[src/rtl/keypad_scanner.sv]
// 4x4 active-low key matrix scanner with press/release debounce.
// Accepts one key at a time and emits a single set of one-cycle strobes per physical press.
module keypad_scanner #(
  parameter int SCAN_DIV     = 16,
  parameter int DEBOUNCE_CYC = 20000
) (
  input  logic       clk,
  input  logic       rst_n,
  input  logic [3:0] row_n,
  output logic [3:0] col_n,
  output logic [3:0] key_code,
  output logic       key_valid,
  output logic       enter,
  output logic       start,
  output logic       set_pin,
  output logic       store,
  output logic       read,
  output logic       key_held
);

  localparam int CNT_W = $clog2(DEBOUNCE_CYC + 1);
  localparam int DIV_W = $clog2(SCAN_DIV);
  localparam logic [CNT_W-1:0] DEB_LAST = CNT_W'(DEBOUNCE_CYC - 1);
  localparam logic [DIV_W-1:0] DIV_LAST = DIV_W'(SCAN_DIV - 1);

  typedef enum logic [1:0] {
    SCAN,
    DEBOUNCE,
    EMIT,
    WAIT_REL
  } state_t;

  state_t           state;
  logic [3:0]       row_meta;
  logic [3:0]       rs;
  logic [1:0]       col_idx;
  logic [DIV_W-1:0] scan_cnt;
  logic [CNT_W-1:0] deb_cnt;
  logic [3:0]       pattern;
  logic [1:0]       lat_row;
  logic [1:0]       lat_col;
  logic [1:0]       low_row;
  logic [3:0]       next_code;

  function automatic logic [3:0] decode(input logic [1:0] r, input logic [1:0] c);
    logic [3:0] code;
    code = 4'h0;
    case ({r, c})
      4'b00_00: code = 4'h1;
      4'b00_01: code = 4'h2;
      4'b00_10: code = 4'h3;
      4'b00_11: code = 4'hA;
      4'b01_00: code = 4'h4;
      4'b01_01: code = 4'h5;
      4'b01_10: code = 4'h6;
      4'b01_11: code = 4'hB;
      4'b10_00: code = 4'h7;
      4'b10_01: code = 4'h8;
      4'b10_10: code = 4'h9;
      4'b10_11: code = 4'hC;
      4'b11_00: code = 4'hE;
      4'b11_01: code = 4'h0;
      4'b11_10: code = 4'hF;
      default:  code = 4'hD;
    endcase
    return code;
  endfunction

  // Rows are asynchronous to clk, so they pass two flops before any decision uses them.
  always_ff @(posedge clk or negedge rst_n) begin
    if (!rst_n) begin
      row_meta <= 4'b1111;
      rs       <= 4'b1111;
    end else begin
      row_meta <= row_n;
      rs       <= row_meta;
    end
  end

  always_comb begin
    low_row = 2'd3;
    if (!rs[0])      low_row = 2'd0;
    else if (!rs[1]) low_row = 2'd1;
    else if (!rs[2]) low_row = 2'd2;
    next_code = decode(lat_row, lat_col);
  end

  // Counters never pass DEBOUNCE_CYC: every state that counts leaves as soon as the limit is hit.
  always_ff @(posedge clk or negedge rst_n) begin
    if (!rst_n) begin
      state     <= SCAN;
      col_n     <= 4'b1110;
      col_idx   <= 2'd0;
      scan_cnt  <= '0;
      deb_cnt   <= '0;
      pattern   <= 4'b1111;
      lat_row   <= 2'd0;
      lat_col   <= 2'd0;
      key_code  <= 4'h0;
      key_valid <= 1'b0;
      enter     <= 1'b0;
      start     <= 1'b0;
      set_pin   <= 1'b0;
      store     <= 1'b0;
      read      <= 1'b0;
      key_held  <= 1'b0;
    end else begin
      key_valid <= 1'b0;
      enter     <= 1'b0;
      start     <= 1'b0;
      set_pin   <= 1'b0;
      store     <= 1'b0;
      read      <= 1'b0;
      case (state)
        SCAN: begin
          if (scan_cnt == DIV_LAST) begin
            scan_cnt <= '0;
            if (rs != 4'b1111) begin
              pattern <= rs;
              lat_row <= low_row;
              lat_col <= col_idx;
              deb_cnt <= '0;
              state   <= DEBOUNCE;
            end else begin
              col_n   <= {col_n[2:0], col_n[3]};
              col_idx <= col_idx + 2'd1;
            end
          end else begin
            scan_cnt <= scan_cnt + 1'b1;
          end
        end
        DEBOUNCE: begin
          if (rs == pattern) begin
            deb_cnt <= deb_cnt + 1'b1;
            if (deb_cnt == DEB_LAST) begin
              state     <= EMIT;
              key_code  <= next_code;
              key_valid <= 1'b1;
              enter     <= (next_code <= 4'd9);
              start     <= (next_code == 4'hA);
              set_pin   <= (next_code == 4'hB);
              store     <= (next_code == 4'hC);
              read      <= (next_code == 4'hD);
              key_held  <= 1'b1;
            end
          end else begin
            deb_cnt  <= '0;
            scan_cnt <= '0;
            col_n    <= {col_n[2:0], col_n[3]};
            col_idx  <= col_idx + 2'd1;
            state    <= SCAN;
          end
        end
        EMIT: begin
          deb_cnt <= '0;
          state   <= WAIT_REL;
        end
        WAIT_REL: begin
          if (rs == 4'b1111) begin
            if (deb_cnt == DEB_LAST) begin
              deb_cnt  <= '0;
              key_held <= 1'b0;
              scan_cnt <= '0;
              col_n    <= {col_n[2:0], col_n[3]};
              col_idx  <= col_idx + 2'd1;
              state    <= SCAN;
            end else begin
              deb_cnt <= deb_cnt + 1'b1;
            end
          end else begin
            deb_cnt <= '0;
          end
        end
        default: state <= SCAN;
      endcase
    end
  end

endmodule
[config.mk]
export PLATFORM = sky130hd
export DESIGN_NAME = keypad_scanner
export DESIGN_NICKNAME = d
export VERILOG_FILES = /design/src/rtl/keypad_scanner.sv
export SDC_FILE = /design/constraint.sdc
export NUM_CORES = 1
export LEC_CHECK = 0
export ABC_AREA = 1
export BUFFER_PORTS_ARGS = -buffer_cell sky130_fd_sc_hd__buf_4
export CAP_MARGIN = 20
export CORE_MARGIN = 2
export CORE_UTILIZATION = 57
export CTS_BUF_LIST = sky130_fd_sc_hd__clkbuf_2
export DETAILED_ROUTE_END_ITERATION = 12
export PLACE_DENSITY = 0.76
export SYNTH_ARGS = -nofsm -noshare
export SYNTH_HDL_FRONTEND = slang
export SYNTH_SLANG_ARGS = --single-unit
[constraint.sdc]
create_clock -name clk -period 1.8 [get_ports clk]
set_clock_uncertainty 0.05 [all_clocks]
set_input_delay 0.09 -clock clk [delete_from_list [all_inputs] [get_ports clk]]
set_output_delay 0.09 -clock clk [all_outputs]
set_load 0.01 [all_outputs]
Yosys cells after proc, flatten, opt, wreduce, memory -nomap -nowiden:

Memory sizes are Yosys's and may differ from the RTL's.
Index checks and enable logic that the tools add are counted.

* $add $sub $neg: 3
* $lt $le $gt $ge: 1
* reduce and logical (&&, ||, !) cells: 10
* equality and inequality tests: 21
* muxes and demuxes: 56

Operators with widths (number)
* two-way mux 15 bit: 5
* case mux 15 bit (4 select lines): 1
* two-way mux 4 bit: 9
* two-way mux 2 bit: 13
* equality test 4 bit, second input constant: 6
* case mux 4 bit (3 select lines): 2
* two-way mux 1 bit: 23
* != test 2 bit, second input constant: 8
* adder 15 x 1 -> 15 bit, second input constant: 1
* equality test 15 bit, second input constant: 1
* AND reduction 5 bit: 2
* case mux 2 bit (4 select lines): 1
* case mux 2 bit (3 select lines): 1
* AND reduction 3 bit: 2
* AND reduction 6 bit: 1
* adder 4 x 1 -> 4 bit, second input constant: 1
* equality test 2 bit, second input constant: 2
* equality test 4 bit: 1
* <= comparator 4 bit, second input constant: 1
* != test 4 bit, second input constant: 1
* AND reduction 4 bit: 1
* != test 3 bit, second input constant: 1
* nonzero test 3 bit: 1
* adder 2 x 1 -> 2 bit, second input constant: 1
* other kinds (5): 5

* output and inout port bits: 15
* memory bits (read-only): 64
* memories: 1
* flip-flop bits (word level): 54

Memories
* (no name shown): words 16, width 4, read ports 1, clocked after Yosys merged registers in 0, wr ports 0, line 48 `case ({r, c})`

Longest topological paths before layout:

Gate-level depths: netlist of the first run.
An unclocked memory read counts as a cell.

* word-level depth: 5
* mapped depth: 10
* gate-level depth less buffers: 10

Least setup slack after synthesis of the first run:

OpenSTA, ideal clock, no wires.

* kind: reg2reg
* from: register deb_cnt[0]
* to: register col_idx[0]
* library setup time: 0.118 ns
* buffers on the path: 0
* arrival: 1.363 ns
* period minus slack after synthesis: 1.531 ns
* slack: 0.269 ns
* cell stages (with the launch flop): 11
* cell sequence: dfrtp_1 -> ha_1 -> nand2_1 -> inv_1 -> nand2_1 -> nor2_1 -> nand3_1 -> nand2_4 -> nand3_2 -> nand2_1 -> nand2_1

* longest elaborated chain between the ends: 3

RTL lines
* start: declaration: line 38 `logic [CNT_W-1:0] deb_cnt;`
* start signal: assignment: line 134 `deb_cnt <= deb_cnt + 1'b1;`
* start signal: assignment: line 168 `deb_cnt <= deb_cnt + 1'b1;`
* equality test 15 bit: line 160 `if (deb_cnt == DEB_LAST) begin`
* != test 2 bit (no line)
* AND reduction 6 bit (no line)
* end signal: assignment: line 126 `col_idx <= col_idx + 2'd1;`
* end signal: assignment: line 150 `col_idx <= col_idx + 2'd1;`
* end signal: assignment: line 165 `col_idx <= col_idx + 2'd1;`
* end: declaration: line 36 `logic [1:0] col_idx;`

Every way passes these cells.
A chain may end at the register's enable or synchronous reset.

Worst setup path after layout of the first run:

* from: register deb_cnt[0]
* to: register col_n[1]

* longest elaborated chain between the ends: 3

RTL lines
* equality test 15 bit: line 160
* != test 2 bit (no line)
* AND reduction 6 bit (no line)
* end signal: assignment: line 125 `col_n <= {col_n[2:0], col_n[3]};`
* end signal: assignment: line 149 `col_n <= {col_n[2:0], col_n[3]};`
* end signal: assignment: line 164 `col_n <= {col_n[2:0], col_n[3]};`
* end: declaration: line 10 `output logic [3:0] col_n,`

Every way passes these cells.

==> summary.md, run 1 <==
| Metric | Value |
|---|---|
| Netlist Area Pre-Place | `2858 um^2` |
| All-Layer GR Usage | `0.2083` |
| Hold Crit Class | `in -> async` |
| Area grow syn2layout | `16.29%` |
| FILL cells | `389` |
| CTS Sinks | `54` |
| Design Area, Final | `3323 um^2` |
| Crit share post-route | `0.9462` |
| Final max-slew violation count | `0` |
| Syn Inst Count | `360` |
| Routed via count | `2453` |
| Peak supply drop | `0.0006328 V` |
| Largest family of logic cells by synthesized area | `simple AND/OR/NAND/NOR gates` |
| Worst Tran Pin Value | `0.6498 ns` |
| Register area | `1370 um^2` |
| Crit-path slowest cell | `dfrtp_1` |
| Final Hold Vio Count | `0` |
| Die height | `74.81 um` |
| Syn. warnings | `0` |
| Core area | `4786 um^2` |
| Reg-to-Reg Start | `deb_cnt[0]$_DFFE_PN0P_` |
| Flop2flop setup slack | `0.1 ns` |
| Placement-stage cell area | `3124 um^2` |
| Multiplexer share of the synthesized area | `0` |
| Status | `complete, no violations` |
| Worst Setup End Kind | `flip-flop` |
| Max incr delay on CP | `0.42 ns` |
| Final setup viols | `0` |
| Simple-Gate Fraction of Synth Area | `0.3428` |
| Leak Pwr | `1.677 nW` |
| Vias in the first global route | `2184` |
| Final #Nets | `415` |
| # diodes | `0` |
| RSZ-0062 raised after global routing | `yes` |
| Most common cell after layout, fill and taps aside | `nand2_1` |
| GPL Wtd Cong | `0.8528` |
| Initial Util | `0.5971` |
| Hpwl dp | `3.830 mm` |
| Grt total ovfl | `0` |
| Most frequent cells in the layout | `112 x nand2_1, 39 x dfrtp_1, 35 x inv_1, 35 x nor2_1, 32 x buf_4` |
| I/O Buffers | `20` |
| Max Clock Freq | `0.5871 GHz` |
| Setup Crit Path Kind | `reg -> reg` |
| Largest net degree at the start of global routing | `55` |
| Iteration-0 DRC Markers | `193` |
| CP arrival | `2.09 ns` |
| Pwr Density | `963.7 nW/um^2` |
| Max capacitance violation total | `0` |
| Yosys reg bits | `54` |
| Syn Area/Cell | `7.938 um^2` |
| I/O pins | `21` |
| Reg2reg end | `col_n[1]$_DFFE_PN1P_` |
| Synth Net Count | `374` |
| Multi-input gate area | `1336 um^2` |
| Seq/Total Area, Yosys | `0.4794` |
| XOR/XNOR share of the synthesized area | `0.01226` |
| CTS tree | `yes` |
| First-pass GRT wire length | `9.045 mm` |
| Inserted Clock Buffers | `5` |
| Adder-cell share of the synthesized area | `0.03503` |
| Row cnt | `25` |
| CP max FO | `6` |
| Cells on worst reg2reg path | `10` |
| Most Frequent Cell on Critical Path | `nand2_1` |
| Crit path cell chain | `ha_1 -> nand2_2 -> inv_1 -> nand2_1 -> nor2_2 -> nand3_2 -> nand2_4 -> nand3_2 -> nand2_1 -> nand2_1` |
| Slew HR | `0.5668` |
| Die area | `5596 um^2` |
| ANT nets after route | `0` |
| Worst-Skew Late Latency | `0.45 ns` |
| Drt via density | `5.230` |
| Pre-antenna DRT Iters | `5` |
| Total Neg Setup Slack | `0 ns` |
| Final WL | `5.595 mm` |
| Fraction of layout cells with a size suffix above 1 | `0.2189` |
| Compound-Gate Fraction of Synth Area | `0.06786` |
| Final design utilization | `0.6944` |
| Initial antenna violation count | `0` |
| Final Critical Period | `1.703 ns` |
| Synth unique cells | `31` |
| Wirelength per Cell | `11.93 um` |
| Clock Pin Slew Worst Setup and Hold Paths | `0.27 ns` |
| CTS H-tree depth | `2` |
| CTS root buf | `clkbuf_2` |
| Startpoint types | `flip-flop` |
| Worst path required time | `2.19 ns` |
| Number of remaining DRC errors | `0` |
| Die width | `74.81 um` |
| Clock Path Buffers | `2` |
## worst max-delay path by stage
stage	slack [ns]	end	depth (start not counted)	startpoint
3_3_place_gp	0.15	key_code[1]$_DFFE_PN0P_	9	rs[1]$_DFF_PN1_
5_1_grt	-0.07	col_idx[0]$_DFFE_PN0P_	10	deb_cnt[1]$_DFFE_PN0P_
3_5_place_dp	0.09	col_idx[1]$_DFFE_PN0P_	10	deb_cnt[0]$_DFFE_PN0P_
6_report	0.1	col_n[1]$_DFFE_PN1P_	10	deb_cnt[0]$_DFFE_PN0P_
2_1_floorplan	0.27	col_idx[0]$_DFFE_PN0P_	10	deb_cnt[0]$_DFFE_PN0P_
4_1_cts	0.05	col_idx[1]$_DFFE_PN0P_	10	deb_cnt[0]$_DFFE_PN0P_
## repair_timing
item | 4_1_cts | 5_1_grt
hold endpoints to repair | 58 | 0
setup buffers | 0 | 7
resized for setup | 0 | 8
setup endpoints to repair | 0 | 28
hold buffers | 5 | 0
## cell families (layout without fill, tap and decap cells)
logic type / count (synthesis) / in the layout
AOI/OAI and AO/OA: 35 / 35
xor gates and xnor gates: 4 / 4
adders and majority gates: 8 / 8
buffers and inverters: 45 / 87
DFF: 54 / 54
and+or+nand+nor: 214 / 214
## sequential cells by signal, summed over array words and instances, names as in the netlist, named ones only
name / cells
pattern: 4
row_meta: 4
lat_row: 2
enter: 1
scan_cnt: 4
key_code: 4
deb_cnt: 15
key_held: 1
start: 1
set_pin: 1
lat_col: 2
state: 1
store: 1
key_valid: 1
read: 1
rs: 4
col_idx: 2
col_n: 4
## worst max-delay path, delay by kind of cell, from the launching register on
family	cells	cell delay, ns
flip-flops	1	0.42
buffers and inverters	1	0.06
adder cells (fa/ha/maj)	1	0.19
AND/OR/NAND/NOR	8	0.96
## layer usage
| metal | vias to the layer above | GRT usage | wire length (um) |
|---|---|---|---|
| met5 | - | 0 | 0 |
| met3 | 12 | 0.04552 | 267 |
| met1 | 1131 | 0.2539 | 2510 |
| met4 | 0 | 0.08730 | 100 |
| li1 | 1237 | - | - |
| met2 | 73 | 0.3579 | 2717 |
## power breakdown
group	internal (mW)	leakage (nW)	switching, mW	total [mW]
Combinational	0.369	0.947	0.589	0.958
Sequential	1.44	0.687	0.178	1.61
Clock	0.238	0.0433	0.393	0.631
Total	2.04	1.68	1.16	3.20
## metrics by stage
| step | std cells | power (mW) | setup slack (ns) | hold WS, ns |
|---|---|---|---|---|
| after floorplan | 360 | 2.321 | 0.2688 | -0.2556 |
| after global placement | 449 | 2.504 | 0.1486 | 0.1124 |
| after detailed placement | 449 | 2.539 | 0.09067 | 0.1132 |
| after CTS | 462 | 3.177 | 0.04734 | 0.1390 |
| after global routing | 469 | 3.443 | -0.07259 | 0.1201 |
| final | 469 | 3.203 | 0.09679 | 0.1122 |
## area by class of cell
cell class / instances / area share
Sequential cell: 54 / 0.4123
Clock inverter: 3 / 0.01318
Timing Repair Buffer: 38 / 0.09337
Clock buffer: 5 / 0.007530
Tap cell: 67 / 0.02523
Multi-Input combinational cell: 261 / 0.4021
Inverter: 41 / 0.04631
## synth_stat cells, drive strengths merged
library cell / number / share of area
a21oi: 7 / 0.012
dfrtp: 39 / 0.34
nor3: 2 / 0.0035
nand3: 29 / 0.057
buf: 3 / 0.0074
ha: 8 / 0.035
o21bai: 1 / 0.0026
a31oi: 2 / 0.0044
nand3b: 3 / 0.0079
nand4: 14 / 0.031
nand2: 121 / 0.17
o211ai: 2 / 0.0053
dfstp: 15 / 0.14
a31o: 1 / 0.0031
o21ai: 21 / 0.038
clkbuf: 1 / 0.0013
nor2: 45 / 0.072
xor2: 4 / 0.012
inv: 41 / 0.054
o22ai: 1 / 0.0022
Power figures use the tool's default switching activity.
==> run 2, diff against run 1 <==
--- a/config.mk
+++ b/config.mk
@@ -9,10 +9,10 @@
 export BUFFER_PORTS_ARGS = -buffer_cell sky130_fd_sc_hd__buf_4
 export CAP_MARGIN = 20
 export CORE_MARGIN = 2
-export CORE_UTILIZATION = 57
+export CORE_UTILIZATION = 56
 export CTS_BUF_LIST = sky130_fd_sc_hd__clkbuf_2
 export DETAILED_ROUTE_END_ITERATION = 12
-export PLACE_DENSITY = 0.76
+export PLACE_DENSITY = 0.78
 export SYNTH_ARGS = -nofsm -noshare
 export SYNTH_HDL_FRONTEND = slang
 export SYNTH_SLANG_ARGS = --single-unit
==> constraint.sdc (replaced) <==
create_clock -name clk -period 1.5 [get_ports clk]
set_clock_uncertainty 0.05 [all_clocks]
set_input_delay 0.075 -clock clk [delete_from_list [all_inputs] [get_ports clk]]
set_output_delay 0.075 -clock clk [all_outputs]
set_load 0.01 [all_outputs]
==> summary.md, run 2 (same netlist as run 1, synthesis figures left out) <==
| Metric | Value |
|---|---|
| I/O Buffers | `20` |
| Buffers and inverters on the worst path | `1` |
| Grt total ovfl | `0` |
| Worst Tran Pin Value | `0.6476 ns` |
| Core area | `4817 um^2` |
| Most frequent cells in the layout | `96 x nand2_1, 65 x buf_4, 38 x dfrtp_1` |
| ANT nets after route | `0` |
| Die area | `5690 um^2` |
| CTS Sinks | `54` |
| Crit share post-route | `1.096` |
| Most Frequent Cell on Critical Path | `nand2_2` |
| Largest register FFs | `15` |
| Initial antenna violation count | `0` |
| Hpwl dp | `4.488 mm` |
| RSZ-0062 raised after global routing | `yes` |
| Vias in the first global route | `2347` |
| Inserted Clock Buffers | `5` |
| Fraction of layout cells with a size suffix above 1 | `0.3781` |
| Leak Pwr | `1.914 nW` |
| Final Hold Vio Count | `0` |
| Die width | `75.44 um` |
| Final Critical Period | `1.643 ns` |
| Die height | `75.44 um` |
| Setup Crit Path Kind | `reg -> reg` |
| Largest net degree at the start of global routing | `55` |
| Max capacitance violation total | `0` |
| Max Clock Freq | `0.6085 GHz` |
| Most common cell after layout, fill and taps aside | `nand2_1` |
| GPL Wtd Cong | `0.8897` |
| Routed via count | `2642` |
| CTS H-tree depth | `2` |
| Slew HR | `0.5683` |
| Max incr delay on CP | `0.62 ns` |
| Crit path cell chain | `nand2_2 -> nor3_2 -> nand3_4 -> buf_6 -> nand2_2 -> nand4_1 -> nand2_1` |
| # diodes | `0` |
| CTS tree | `yes` |
| Total Neg Setup Slack | `-1.291 ns` |
| Crit-path slowest cell | `dfstp_2` |
| Startpoint types | `flip-flop` |
| Iteration-0 DRC Markers | `205` |
| Register with the highest flop count | `deb_cnt` |
| Failing checks | `setup timing` |
| Clock Pin Slew Worst Setup and Hold Paths | `0.27 ns` |
| First-pass GRT wire length | `10.18 mm` |
| Fin worst setup slack | `-0.1435 ns` |
| Final max-slew violation count | `0` |
| Wirelength per Cell | `13.05 um` |
| Final setup viols | `25` |
| Seq pwr share | `0.461` |
| All-Layer GR Usage | `0.2366` |
| Area grow syn2layout | `33.14%` |
| Pre-antenna DRT Iters | `4` |
| Dpl cells | `482` |
| Clock power share | `0.137` |
| Initial Util | `0.5932` |
| I/O pins | `21` |
| Worst path required time | `1.87 ns` |
| Crit-path leading delay family | `simple AND/OR/NAND/NOR gates` |
| Hold Crit Class | `in -> async` |
| Non-Filler Instances | `506` |
| Worst Setup End Kind | `flip-flop` |
| Worst-Skew Late Latency | `0.46 ns` |
| CTS root buf | `clkbuf_2` |
| Final #Nets | `452` |
| Switch share | `0.3807` |
| CP arrival | `2.01 ns` |
| Peak supply drop | `0.0007825 V` |
| Comb pwr share | `0.401` |
| CP max FO | `4` |
| Net Sw Power | `1.606 mW` |
| Number of remaining DRC errors | `0` |
| Final WL | `6.605 mm` |
| Pwr Density | `1109 nW/um^2` |
| Row cnt | `25` |
| Internal | `2.613 mW` |
| Clock Path Buffers | `2` |
| Drt via density | `5.221` |
| Status | `complete, but fails checks` |
run 2: worst paths after layout:
path,startpoint,to,slack (ns),cells after the start
worst max-delay path,rs[1]$_DFF_PN1_,col_n[0]$_DFFE_PN0P_,-0.14,7
worst min-delay path,rst_n,set_pin$_DFF_PN0_,0.09,2
worst max register to register,rs[1]$_DFF_PN1_,col_n[0]$_DFFE_PN0P_,-0.14,7
worst min register to register,row_meta[0]$_DFF_PN1_,rs[0]$_DFF_PN1_,0.32,0
max in group asynchronous,rst_n,deb_cnt[4]$_DFFE_PN0P_,0.86,2
min in group clk,row_n[2],row_meta[2]$_DFF_PN1_,0.21,2
run 2: through the flow:
| stage | setup slack [ns] | power (mW) | hold slack, ns | cell area (um^2) | util |
|---|---|---|---|---|---|
| 6_report | -0.1435 | 4.220 | 0.09289 | 3805 | 0.7899 |
| 5_1_grt | -0.1759 | 4.503 | 0.1346 | 3805 | 0.7899 |
| 4_1_cts | -0.08880 | 4.076 | 0.1110 | 3622 | 0.7519 |
| 3_5_place_dp | -0.2759 | 3.391 | 0.09413 | 3397 | 0.7052 |
| 3_3_place_gp | -0.1204 | 3.294 | 0.09230 | 3397 | 0.7052 |
| 2_1_floorplan | -0.01327 | 2.795 | -0.2706 | 2870 | - |
run 2: area by class of cell:
type / count / area (um^2)
clock buffer: 7 / 35.03
inverter: 41 / 163.9
fill: 342 / 1012
timing repair buffer: 74 / 600.6
sequential: 54 / 1371
multi-input combinational: 262 / 1544
clock inverter: 1 / 6.256
tap: 67 / 83.83
run 2: worst register-to-register path, stage by stage (launching register included):
cell and delay [ns]:
dfstp_2 0.62, nand2_2 0.10, nor3_2 0.27, nand3_4 0.16
buf_6 0.16, nand2_2 0.09, nand4_1 0.10, nand2_1 0.09
run 2: timing repair:
item,CTS,global route
hold buffers,5,0
setup buffers,4,6
endpoints found under the setup margin,42,45
gates cloned,1,0
endpoints found under the hold margin,58,0
gates resized for setup,27,41
pin swaps,14,11
run 2: layer usage:
metal	vias up	share of wire	GRT usage
met5	-	0	0
met4	0	0.014	0.07407
met3	12	0.043	0.04365
met2	80	0.52	0.4126
met1	1233	0.42	0.2994
li1	1317	-	-
run 2: power groups by stage:
stage	logic (mW)	registers, mW	clock network, mW
after floorplan	0.899	1.90	0
after global placement	1.37	1.92	0
after detailed placement	1.45	1.95	0
after CTS	1.57	1.92	0.588
after global routing	1.87	1.97	0.659
final	1.69	1.95	0.579
